`config.mk`:
```
export PLATFORM = sky130hd
export DESIGN_NAME = val2_shift_unit_flat
export DESIGN_NICKNAME = d
export VERILOG_FILES = /design/src/rtl/val2_shift_unit_pkg.sv /design/src/rtl/val2_shift_unit_if.sv /design/src/rtl/val2_shift_unit_step_shifter.sv /design/src/rtl/val2_shift_unit.sv /design/src/flat_wrapper.sv
export SDC_FILE = /design/constraint.sdc
export NUM_CORES = 1
export LEC_CHECK = 0
export ABC_CLOCK_PERIOD_IN_PS = 7500
export BUFFER_PORTS_ARGS = -buffer_cell sky130_fd_sc_hd__buf_2
export CORE_MARGIN = 2
export CORE_UTILIZATION = 27
export DETAILED_ROUTE_END_ITERATION = 10
export SYNTH_ARGS = -nofsm -noshare
export SYNTH_HDL_FRONTEND = slang
export SYNTH_SLANG_ARGS = --single-unit
```
`constraint.sdc`:
```
create_clock -name clk -period 7.5 [get_ports clk]
set_input_delay 1.5 -clock clk [delete_from_list [all_inputs] [get_ports clk]]
set_output_delay 1.5 -clock clk [all_outputs]
set_load 0.01 [all_outputs]
```
`src/rtl/val2_shift_unit_pkg.sv`:
```
// val2_shift_unit_pkg: shift types, FSM states and operand-2 field positions shared by the Val2 shifter.
package val2_shift_unit_pkg;
  typedef enum logic [2:0] {
    SH_LSL = 3'd0,
    SH_LSR = 3'd1,
    SH_ASR = 3'd2,
    SH_ROR = 3'd3,
    SH_RRX = 3'd4
  } shift_t;
  typedef enum logic [1:0] {
    ST_IDLE  = 2'd0,
    ST_SHIFT = 2'd1,
    ST_DONE  = 2'd2
  } state_t;
  localparam int IMM8_MSB   = 7;
  localparam int ROT_LSB    = 8;
  localparam int ROT_MSB    = 11;
  localparam int SHAMT_LSB  = 7;
  localparam int SHAMT_MSB  = 11;
  localparam int SHTYPE_LSB = 5;
  localparam int SHTYPE_MSB = 6;
  localparam int REGSH_BIT  = 4;
endpackage

```
`src/rtl/val2_shift_unit_if.sv`:
```
// val2_shift_unit_if: request/result handshake bundle; carry_out exists only with VAL2_CARRY_OUT_EN.
interface val2_shift_unit_if #(parameter int WIDTH = 32);
  logic             in_valid;
  logic             in_ready;
  logic             mem_rw;
  logic             imm;
  logic [11:0]      shift_operand;
  logic [WIDTH-1:0] val_rm;
  logic [7:0]       val_rs;
  logic             carry_in;
  logic             out_valid;
  logic             out_ready;
  logic [WIDTH-1:0] out;
`ifdef VAL2_CARRY_OUT_EN
  logic             carry_out;
`endif
  modport master (
    output in_valid, mem_rw, imm, shift_operand, val_rm, val_rs, carry_in, out_ready,
    input  in_ready, out_valid, out
`ifdef VAL2_CARRY_OUT_EN
    , input carry_out
`endif
  );
  modport slave (
    input  in_valid, mem_rw, imm, shift_operand, val_rm, val_rs, carry_in, out_ready,
    output in_ready, out_valid, out
`ifdef VAL2_CARRY_OUT_EN
    , output carry_out
`endif
  );
endinterface

```
`src/rtl/val2_shift_unit_step_shifter.sv`:
```
// val2_step_shifter: one combinational shift step of 0..STEP positions; last-out bit only with VAL2_CARRY_OUT_EN.
module val2_step_shifter
  import val2_shift_unit_pkg::*;
#(
  parameter int WIDTH = 32,
  parameter int STEP  = 4,
  localparam int NW   = $clog2(STEP + 1)
) (
  input  logic [WIDTH-1:0] v,
  input  logic [NW-1:0]    n,
  input  shift_t           ty,
  input  logic             fill,
  output logic [WIDTH-1:0] res
`ifdef VAL2_CARRY_OUT_EN
  , output logic           last
`endif
);
  // fill feeds the ASR sign and the RRX carry; logical right shifts get zeros
  always_comb
    res = (ty == SH_LSL) ? v << n :
          (ty == SH_ROR) ? (v >> n) | (v << (WIDTH - int'(n))) :
          (ty == SH_RRX) ? {fill, v[WIDTH-1:1]} :
          WIDTH'({{STEP{fill & (ty == SH_ASR)}}, v} >> n);
`ifdef VAL2_CARRY_OUT_EN
  always_comb
    last = (n == '0) ? 1'b0 :
           (ty == SH_LSL) ? |(v & (WIDTH'(1) << (WIDTH - int'(n)))) :
           (ty == SH_LSR || ty == SH_ASR) ? |(v & (WIDTH'(1) << (int'(n) - 1))) :
           (ty == SH_RRX) ? v[0] : res[WIDTH-1];
`endif
endmodule

```
`src/rtl/val2_shift_unit.sv`:
```
// val2_shift_unit: iterative ARM operand-2 generator (IDLE/SHIFT/DONE); VAL2_CARRY_OUT_EN adds carry_out.
module val2_shift_unit
  import val2_shift_unit_pkg::*;
#(
  parameter int WIDTH = 32,
  parameter int STEP  = 4
) (
  input logic clk,
  input logic rst_n,
  val2_shift_unit_if.slave bus
);
  localparam int AW = $clog2(WIDTH + 2);
  localparam int NW = $clog2(STEP + 1);
  state_t           state;
  shift_t           ty, d_ty;
  logic [WIDTH-1:0] val, d_val, step_res;
  logic [AW-1:0]    rem, d_amt, rmod;
  logic [NW-1:0]    n;
  logic             fill, d_fill, rdy, vld;
  logic [4:0]       sh;
  logic [1:0]       st;
`ifdef VAL2_CARRY_OUT_EN
  logic             carry, last;
`endif
  always_comb begin
    sh     = bus.shift_operand[SHAMT_MSB:SHAMT_LSB];
    st     = bus.shift_operand[SHTYPE_MSB:SHTYPE_LSB];
    rmod   = AW'(int'(bus.val_rs) % WIDTH);
    d_val  = bus.val_rm;
    d_ty   = shift_t'({1'b0, st});
    d_amt  = '0;
    d_fill = (st == 2'b10) ? bus.val_rm[WIDTH-1] : bus.carry_in;
    if (bus.mem_rw)
      d_val = WIDTH'(bus.shift_operand);
    else if (bus.imm) begin
      d_val = WIDTH'(bus.shift_operand[IMM8_MSB:0]);
      d_ty  = SH_ROR;
      d_amt = AW'({bus.shift_operand[ROT_MSB:ROT_LSB], 1'b0});
    end else if (!bus.shift_operand[REGSH_BIT]) begin
      // amount-0 immediate encodings stand for LSR/ASR #WIDTH and RRX
      d_amt = (sh != '0) ? AW'(sh) : (st == 2'b01 || st == 2'b10) ? AW'(WIDTH) : (st == 2'b11) ? AW'(1) : '0;
      d_ty  = (sh == '0 && st == 2'b11) ? SH_RRX : d_ty;
    end else
      d_amt = (st == 2'b11) ? rmod : (int'(bus.val_rs) > WIDTH) ? AW'(WIDTH + 1) : AW'(bus.val_rs);
  end
  assign n = (rem > AW'(STEP)) ? NW'(STEP) : rem[NW-1:0];
  val2_step_shifter #(.WIDTH(WIDTH), .STEP(STEP)) u_step (
    .v    (val),
    .n    (n),
    .ty   (ty),
    .fill (fill),
    .res  (step_res)
`ifdef VAL2_CARRY_OUT_EN
    , .last (last)
`endif
  );
  always_ff @(posedge clk or negedge rst_n)
    if (!rst_n) begin
      state <= ST_IDLE;
      rdy   <= 1'b1;
      vld   <= 1'b0;
      val   <= '0;
      rem   <= '0;
      ty    <= SH_LSL;
      fill  <= 1'b0;
`ifdef VAL2_CARRY_OUT_EN
      carry <= 1'b0;
`endif
    end else
      case (state)
        ST_IDLE:
          if (bus.in_valid) begin
            val   <= d_val;
            ty    <= d_ty;
            rem   <= d_amt;
            fill  <= d_fill;
            rdy   <= 1'b0;
            vld   <= (d_amt == '0);
            state <= (d_amt == '0) ? ST_DONE : ST_SHIFT;
`ifdef VAL2_CARRY_OUT_EN
            // a register ROR by a nonzero multiple of WIDTH leaves rm intact but carries its MSB
            carry <= (!bus.mem_rw && !bus.imm && bus.shift_operand[REGSH_BIT] && st == 2'b11 &&
                      bus.val_rs != '0 && rmod == '0) ? bus.val_rm[WIDTH-1] : bus.carry_in;
`endif
          end
        ST_SHIFT: begin
          val   <= step_res;
          rem   <= rem - AW'(n);
          vld   <= (rem == AW'(n));
          state <= (rem == AW'(n)) ? ST_DONE : ST_SHIFT;
`ifdef VAL2_CARRY_OUT_EN
          carry <= last;
`endif
        end
        default:
          if (bus.out_ready) begin
            state <= ST_IDLE;
            vld   <= 1'b0;
            rdy   <= 1'b1;
          end
      endcase
  assign bus.in_ready  = rdy;
  assign bus.out_valid = vld;
  assign bus.out       = val;
`ifdef VAL2_CARRY_OUT_EN
  assign bus.carry_out = carry;
`endif
endmodule

```
`src/flat_wrapper.sv`:
```
// flat-port wrapper written by rule: the top's interface ports become plain ports
module val2_shift_unit_flat import val2_shift_unit_pkg::*;
#(
  parameter int WIDTH = 32,
  parameter int STEP  = 4
)
  (clk, rst_n, bus_in_valid, bus_mem_rw, bus_imm, bus_shift_operand, bus_val_rm, bus_val_rs, bus_carry_in, bus_out_ready, bus_in_ready, bus_out_valid, bus_out);
  val2_shift_unit_if #(.WIDTH(WIDTH)) bus_i ();
  input logic clk;
  input logic rst_n;
  input wire logic [$bits(bus_i.in_valid)-1:0] bus_in_valid;
  input wire logic [$bits(bus_i.mem_rw)-1:0] bus_mem_rw;
  input wire logic [$bits(bus_i.imm)-1:0] bus_imm;
  input wire logic [$bits(bus_i.shift_operand)-1:0] bus_shift_operand;
  input wire logic [$bits(bus_i.val_rm)-1:0] bus_val_rm;
  input wire logic [$bits(bus_i.val_rs)-1:0] bus_val_rs;
  input wire logic [$bits(bus_i.carry_in)-1:0] bus_carry_in;
  input wire logic [$bits(bus_i.out_ready)-1:0] bus_out_ready;
  output wire logic [$bits(bus_i.in_ready)-1:0] bus_in_ready;
  output wire logic [$bits(bus_i.out_valid)-1:0] bus_out_valid;
  output wire logic [$bits(bus_i.out)-1:0] bus_out;
  assign bus_i.in_valid = bus_in_valid;
  assign bus_i.mem_rw = bus_mem_rw;
  assign bus_i.imm = bus_imm;
  assign bus_i.shift_operand = bus_shift_operand;
  assign bus_i.val_rm = bus_val_rm;
  assign bus_i.val_rs = bus_val_rs;
  assign bus_i.carry_in = bus_carry_in;
  assign bus_i.out_ready = bus_out_ready;
  assign bus_in_ready = bus_i.in_ready;
  assign bus_out_valid = bus_i.out_valid;
  assign bus_out = bus_i.out;
  val2_shift_unit #(.WIDTH(WIDTH), .STEP(STEP)) u_core (.clk(clk), .rst_n(rst_n), .bus(bus_i));
endmodule
```
==> results of run 1 <==
## synthesized netlist by cell type, types with 4 or more instances
cell	number	share of area, %
a211o_1	4	0.52
a211oi_1	28	3.1
a21boi_0	4	0.45
a21oi_1	85	6.4
a221o_1	5	0.75
a221oi_1	16	2.1
a22o_1	4	0.52
a22oi_1	6	0.67
a31oi_1	25	2.3
a32oi_1	8	1.0
and2_1	5	0.47
and3_1	5	0.47
buf_1	11	0.62
buf_2	12	0.90
clkbuf_1	84	4.7
dfrtp_1	44	16
ha_1	6	1.1
inv_1	14	0.79
mux2_2	20	3.4
mux2i_1	30	4.5
mux4_1	7	2.8
mux4_2	35	12
nand2_1	92	5.2
nand2b_1	9	0.84
nand3_1	25	1.9
nand3b_1	5	0.56
nor2_1	65	3.7
nor2b_1	6	0.56
nor3_1	25	1.9
nor3b_1	4	0.45
nor4_1	6	0.56
o2111ai_1	4	0.52
o211a_1	5	0.75
o211ai_1	17	1.9
o21ai_0	48	3.6
o221a_2	4	0.67
o221ai_1	4	0.52
o22ai_1	18	1.7
o311ai_0	4	0.52
o31ai_1	8	0.90
or4_1	4	0.45
## cell usage in the layout (no fill, tap or decap), types with 5 or more instances in the layout
cell type  instances
o211ai_1          17
dfrtp_1           42
a22oi_1            6
mux2_2            20
nand3b_1           5
nor3_1            24
nor4_1             6
o211a_1            5
a32oi_1            8
o21ai_0           48
a211oi_1          28
a221oi_1          16
and3_1             5
and2_1             5
nand2_1           92
nor2_1            63
mux4_2            35
buf_2             92
o22ai_1           18
mux4_1             7
o31ai_1            8
a21oi_1           85
buf_4             20
clkbuf_16          5
nand3_1           25
ha_1               6
a221o_1            5
nor2b_1            5
inv_1             13
nand2b_1           9
a31oi_1           25
mux2i_1           30
## sequential cells by signal, indices dropped and copies added (netlist names)
name	count
u_core.state	1
u_core.bus.out_valid	1
u_core.rem	6
u_core.bus.in_ready	1
u_core.bus.out	32
u_core.fill	1
u_core.ty	3
## area by class of cell
class / instances / area [um^2] / area share (%)
clock inverters: 3 / 47.5 / 0.639
well taps: 324 / 405 / 5.45
multi-input cells: 691 / 5060 / 68.0
repair buffers: 112 / 611 / 8.20
inverters: 17 / 66.3 / 0.891
flip-flops and latches: 45 / 1130 / 15.2
clock buffers: 5 / 125 / 1.68
## power groups by stage
stage	Combinational, mW	Clock [mW]	Sequential (mW)
final	2.92	0.282	0.793
after global routing	3.10	0.291	0.804
after CTS	2.84	0.284	0.766
after detailed placement	2.83	0	0.774
after global placement	2.83	0	0.773
after floorplan	2.13	0	0.515
## final timing paths
| check | start | to | slack [ns] | depth (start not counted) |
|---|---|---|---|---|
| setup / recovery | u_core.rem[2] | u_core.bus.out[19] | 2.21 | 9 |
| hold / removal | u_core.bus.in_ready | u_core.bus.in_ready | 0.48 | 2 |
| setup reg to reg | u_core.rem[2] | u_core.bus.out[19] | 2.21 | 9 |
| hold reg to reg | u_core.bus.in_ready | u_core.bus.in_ready | 0.48 | 2 |
| max in group asynchronous | rst_n | u_core.rem[1] | 5.70 | 2 |
| min in group asynchronous | rst_n | u_core.ty[1] | 1.32 | 2 |
## worst min-delay path, delay by kind of cell (launching register included)
family             cells  cell delay, ns
DFF                    1            0.37
and+or+nand+nor        1            0.05
AOI/OAI and AO/OA      1            0.06
## routing by layer
| layer | vias up | part of all wire, % | track usage, % |
|---|---|---|---|
| met1 | 3829 | 39 | 32.1 |
| met2 | 619 | 44 | 35.8 |
| met3 | 117 | 11 | 4.88 |
| li1 | 3362 | - | - |
| met4 | 0 | 5.8 | 13.2 |
| met5 | - | 0 | 0 |
## cells by family (layout without fill, tap and decap cells)
| kind of cell | after synthesis | count (layout) |
|---|---|---|
| buffers and inverters | 128 | 137 |
| DFF | 45 | 45 |
| AOI/OAI and AO/OA | 325 | 325 |
| and+or+nand+nor | 265 | 265 |
| xor gates and xnor gates | 2 | 2 |
| other | 1 | 1 |
| muxes | 92 | 92 |
| adders and majority gates | 6 | 6 |
==> summary.txt, run 1 <==
Routed WL per cell -> 26.6 um
Crit path arrival time -> 5.48 ns
Max-slew violation count -> 0
Maxcap violations -> 0
Fin crit share -> 70.6%
Minimum clock period -> 5.29 ns
Resized cells post-CTS -> 0
Endpoints failing hold -> 0
TritonRoute pass-1 iters -> 7
Fillers -> 2578
DR DRC count -> 0
Slowest cell on crit path -> ha_1
CP Data Required Time -> 7.69 ns
Sequential-to-total area share from yosys stat -> 16.9%
Power density of the placed cells -> 537 nW/um^2
Vias in the first global route -> 7437
Max Fclk -> 0.189 GHz
Hold crit path type -> reg2reg
Die area -> 26000 um^2
Final Power -> 4.00 mW
Die X -> 161 um
Via count -> 7927
Critical setup path kind -> reg2reg
Adder-cell area share of the yosys netlist -> 1.12%
Clock buffer depth -> 2
DRT Wirelength -> 31800 um
Sw power -> 2.36 mW
Post-Syn Area -> 6680 um^2
Number of synthesized register bits -> 45
Gr ovfl total -> 0
DRT iter0 DRCs -> 1168
Post-synth EDFFs -> 0
Sw Share -> 59.1%
Layout area overhead -> 11.5%
YS warnings -> 0
Post-synthesis net count -> 929
CTS Buf Count -> 5
Post-synthesis async set-or-reset flop share -> 100%
FP Rows -> 57
ANT nets after route -> 0
Skew final -> 0.00718 ns
Post-synthesis mux area share -> 22.4%
RePlAce Congestion -> 0.982
DPL Wire Length -> 21200 um
GRT Overall Usage -> 23.9%
Distinct cell type count after synthesis -> 77
Vias/cell -> 6.62
Core area -> 24300 um^2
Max incr delay on CP -> 0.93 ns
DP Worst Slack -> 2.31 ns
PnR worst setup slack -> 2.21 ns
Placed inst area -> 7270 um^2
Largest net degree at the start of global routing -> 72
RSZ-0062 raised after global routing -> false
Fraction of layout cells with a size suffix above 1 -> 22.7%
Final setup violation count -> 0
CTS tree -> done
Clk slew on worst S/H paths -> 0.08 ns
Area fraction in compound gates after synthesis -> 32.7%
Crit path max-delay family -> simple AND/OR/NAND/NOR gates
Clock tree sinks -> 45
Antenna cells -> 0
Combinational share of power -> 73.1%
TNS Setup -> 0 ns
Chip Height -> 161 um
Design area -> 7440 um^2
Internal Power -> 1.64 mW
Crit-path max FO -> 24
I/O Pins -> 93
H-tree levels -> 2
Status -> complete, no violations
Post-Synth Simple-Gate Area -> 18.8%
Synthesized instance count -> 864
CP Capture Type -> register
First-pass GRT wire length -> 47800 um
CTS root buffer -> clkbuf_16
Buf/Inv on CP -> 2
Leakage -> 2.78 nW
Mean Syn Cell Area -> 7.73 um^2
Initial Util -> 27.5%
Slew margin rel. -> 23.4%
Clock power frac -> 7.0%
PortBufs -> 92
Xor/xnor share of the synthesized area -> 0.262%
Prevailing post-synth register cell -> dfrtp_1
Worst vdd ir -> 0.000153 V
Initial antenna violation count -> 0
Postcts setup bufs -> 0
Sequential share of power -> 19.8%
Hold_buf cts -> 0
Fin nets -> 937
Worst-Margin Slew -> 1.15 ns
Largest family of logic cells by synthesized area -> compound AO/OA/AOI/OAI gates
Final core occ -> 30.6%
Clock latency at the later pin of the worst-skew pair -> 0.31 ns
WHS -> 0.482 ns
Critical Path Source Type -> register
Filler-free cell count of the finished design -> 1197
Dpl cells -> 1189
Worst-path cell chain -> or4_4 -> nor2_4 -> inv_1 -> ha_1 -> clkinv_1 -> mux4_1 -> mux2_2 -> a2111oi_1 -> o21ai_1
No activity file was read; power rests on OpenSTA's default activity.
==> inputs of run 2 (changes only) <==
--- a/config.mk
+++ b/config.mk
@@ -5,7 +5,7 @@
 export SDC_FILE = /design/constraint.sdc
 export NUM_CORES = 1
 export LEC_CHECK = 0
-export ABC_CLOCK_PERIOD_IN_PS = 7500
+export ABC_CLOCK_PERIOD_IN_PS = 4590
 export BUFFER_PORTS_ARGS = -buffer_cell sky130_fd_sc_hd__buf_2
 export CORE_MARGIN = 2
 export CORE_UTILIZATION = 27
==> constraint.sdc (replaced) <==
create_clock -name clk -period 4.59 [get_ports clk]
set_input_delay 0.918 -clock clk [delete_from_list [all_inputs] [get_ports clk]]
set_output_delay 0.918 -clock clk [all_outputs]
set_load 0.01 [all_outputs]
==> summary.txt, run 2 (synthesis results as in run 1) <==
Most frequent cells in the layout -> nand2_1, buf_2, a21oi_1
Crit-path max FO -> 23
DRT iter0 DRCs -> 1086
Minimum clock period -> 3.89 ns
FP Rows -> 57
Die area -> 26000 um^2
PnR worst setup slack -> 0.696 ns
Max-slew violation count -> 0
DPL Wire Length -> 21300 um
Worst-Margin Slew -> 1.08 ns
Startpoint of the worst register-to-register path -> u_core.rem[4]
Initial antenna violation count -> 0
First-pass GRT wire length -> 47200 um
Worst hold path cell count -> 2
DP Worst Slack -> 0.769 ns
Power density of the placed cells -> 868 nW/um^2
TritonRoute pass-1 iters -> 5
Final setup violation count -> 0
Combinational share of power -> 71.9%
Antenna cells -> 0
Routed WL per cell -> 25.8 um
Via count -> 7841
Fraction of layout cells with a size suffix above 1 -> 22.9%
Hold_buf cts -> 0
Chip Height -> 161 um
Worst vdd ir -> 0.000372 V
CTS Buf Count -> 5
Clock buffer depth -> 2
Initial Util -> 27.5%
Fin crit share -> 84.8%
Final Power -> 6.48 mW
CTS tree -> done
Crit path arrival time -> 4.08 ns
Hold crit path type -> reg2reg
Largest net degree at the start of global routing -> 71
Clock power frac -> 7.0%
Endpoints failing hold -> 0
H-tree levels -> 2
DR DRC count -> 0
Sw Share -> 58.7%
Core area -> 24300 um^2
Clk slew on worst S/H paths -> 0.08 ns
Die X -> 161 um
Fin nets -> 941
Critical Path Source Type -> register
Flop2flop setup slack -> 0.70 ns
ANT nets after route -> 0
GRT Overall Usage -> 23.4%
Vias/cell -> 6.53
Vias in the first global route -> 7407
I/O Pins -> 93
TNS Setup -> 0 ns
Max FFs per register -> 32
Status -> complete, no violations
Resized cells post-CTS -> 0
Maxcap violations -> 0
DRT Wirelength -> 31000 um
Leakage -> 2.80 nW
Clock latency at the later pin of the worst-skew pair -> 0.32 ns
Slew margin rel. -> 28.1%
CP Data Required Time -> 4.78 ns
Gr ovfl total -> 0
Layout area overhead -> 11.8%
Clock tree sinks -> 45
RePlAce Congestion -> 0.978
Hold_sp -> u_core.bus.in_ready
Internal Power -> 2.67 mW
CTS root buffer -> clkbuf_16
Hold EP -> u_core.bus.in_ready
Skew final -> 0.0199 ns
PortBufs -> 92
WHS -> 0.482 ns
RSZ-0062 raised after global routing -> false
Max Fclk -> 0.257 GHz
Critical setup path kind -> reg2reg
Sequential share of power -> 21.1%
CP Capture Type -> register
Critical R2R Capture -> u_core.bus.out[10]
Postcts setup bufs -> 0
Worst r2r path cells -> 11
Sw power -> 3.81 mW
## run 2: cell types whose count changed in the layout (fill, tap and decap cells not counted)
cell	delta
buf_4	+4
clkbuf_1	+1
clkinv_4	+1
inv_6	-2
## run 2: how the worst max path moves through the flow
stage             startpoint  cells past startpoint            endpoint
2_1_floorplan  u_core.rem[4]                     14  u_core.bus.out[16]
3_3_place_gp   u_core.rem[4]                     10  u_core.bus.out[24]
3_5_place_dp   u_core.rem[4]                     10  u_core.bus.out[24]
4_1_cts        u_core.rem[4]                     10  u_core.bus.out[24]
5_1_grt        u_core.rem[4]                      9  u_core.bus.out[30]
6_report       u_core.rem[4]                     11  u_core.bus.out[10]
## run 2: power by group through the flow
stage / registers, mW / logic [mW] / clock network, mW
after global placement: 1.33 / 4.54 / 0
final: 1.37 / 4.66 / 0.452
after CTS: 1.32 / 4.55 / 0.452
after detailed placement: 1.33 / 4.52 / 0
after global routing: 1.40 / 4.98 / 0.459
after floorplan: 0.842 / 3.49 / 0
## run 2: critical path, cell delays in order (launching register included)
cell and delay [ns]:
dfrtp_1 0.42, or4_4 0.72, nor2_4 0.15, inv_1 0.27
ha_1 0.41, ha_1 0.35, o211ai_1 0.46, nor2_1 0.08
buf_4 0.20, a221oi_1 0.29, a21oi_1 0.12, o31a_1 0.28
## run 2: per-stage QoR
step                utilization, %  area (um^2)  std cells
floorplan                        -         6680        864
global placement              30.0         7300       1193
detailed placement            30.0         7300       1193
CTS                           30.7         7470       1201
global route                  30.7         7470       1201
finish                        30.7         7470       1201
## run 2: area by class of cell
cell class	instances	area, um^2
fillers	2607	16900
multi-input cells	691	5060
flip-flops and latches	45	1130
repair buffers	116	641
well taps	324	405
clock buffers	6	129
inverters	17	66.3
clock inverters	2	38.8
## run 2: per-layer routing
layer	vias up	track usage, %	wire (um)
met4	0	11.6	1650
li1	3384	-	-
met1	3809	31.9	12600
met3	103	4.16	2810
met2	545	35.8	13900
met5	-	0	0
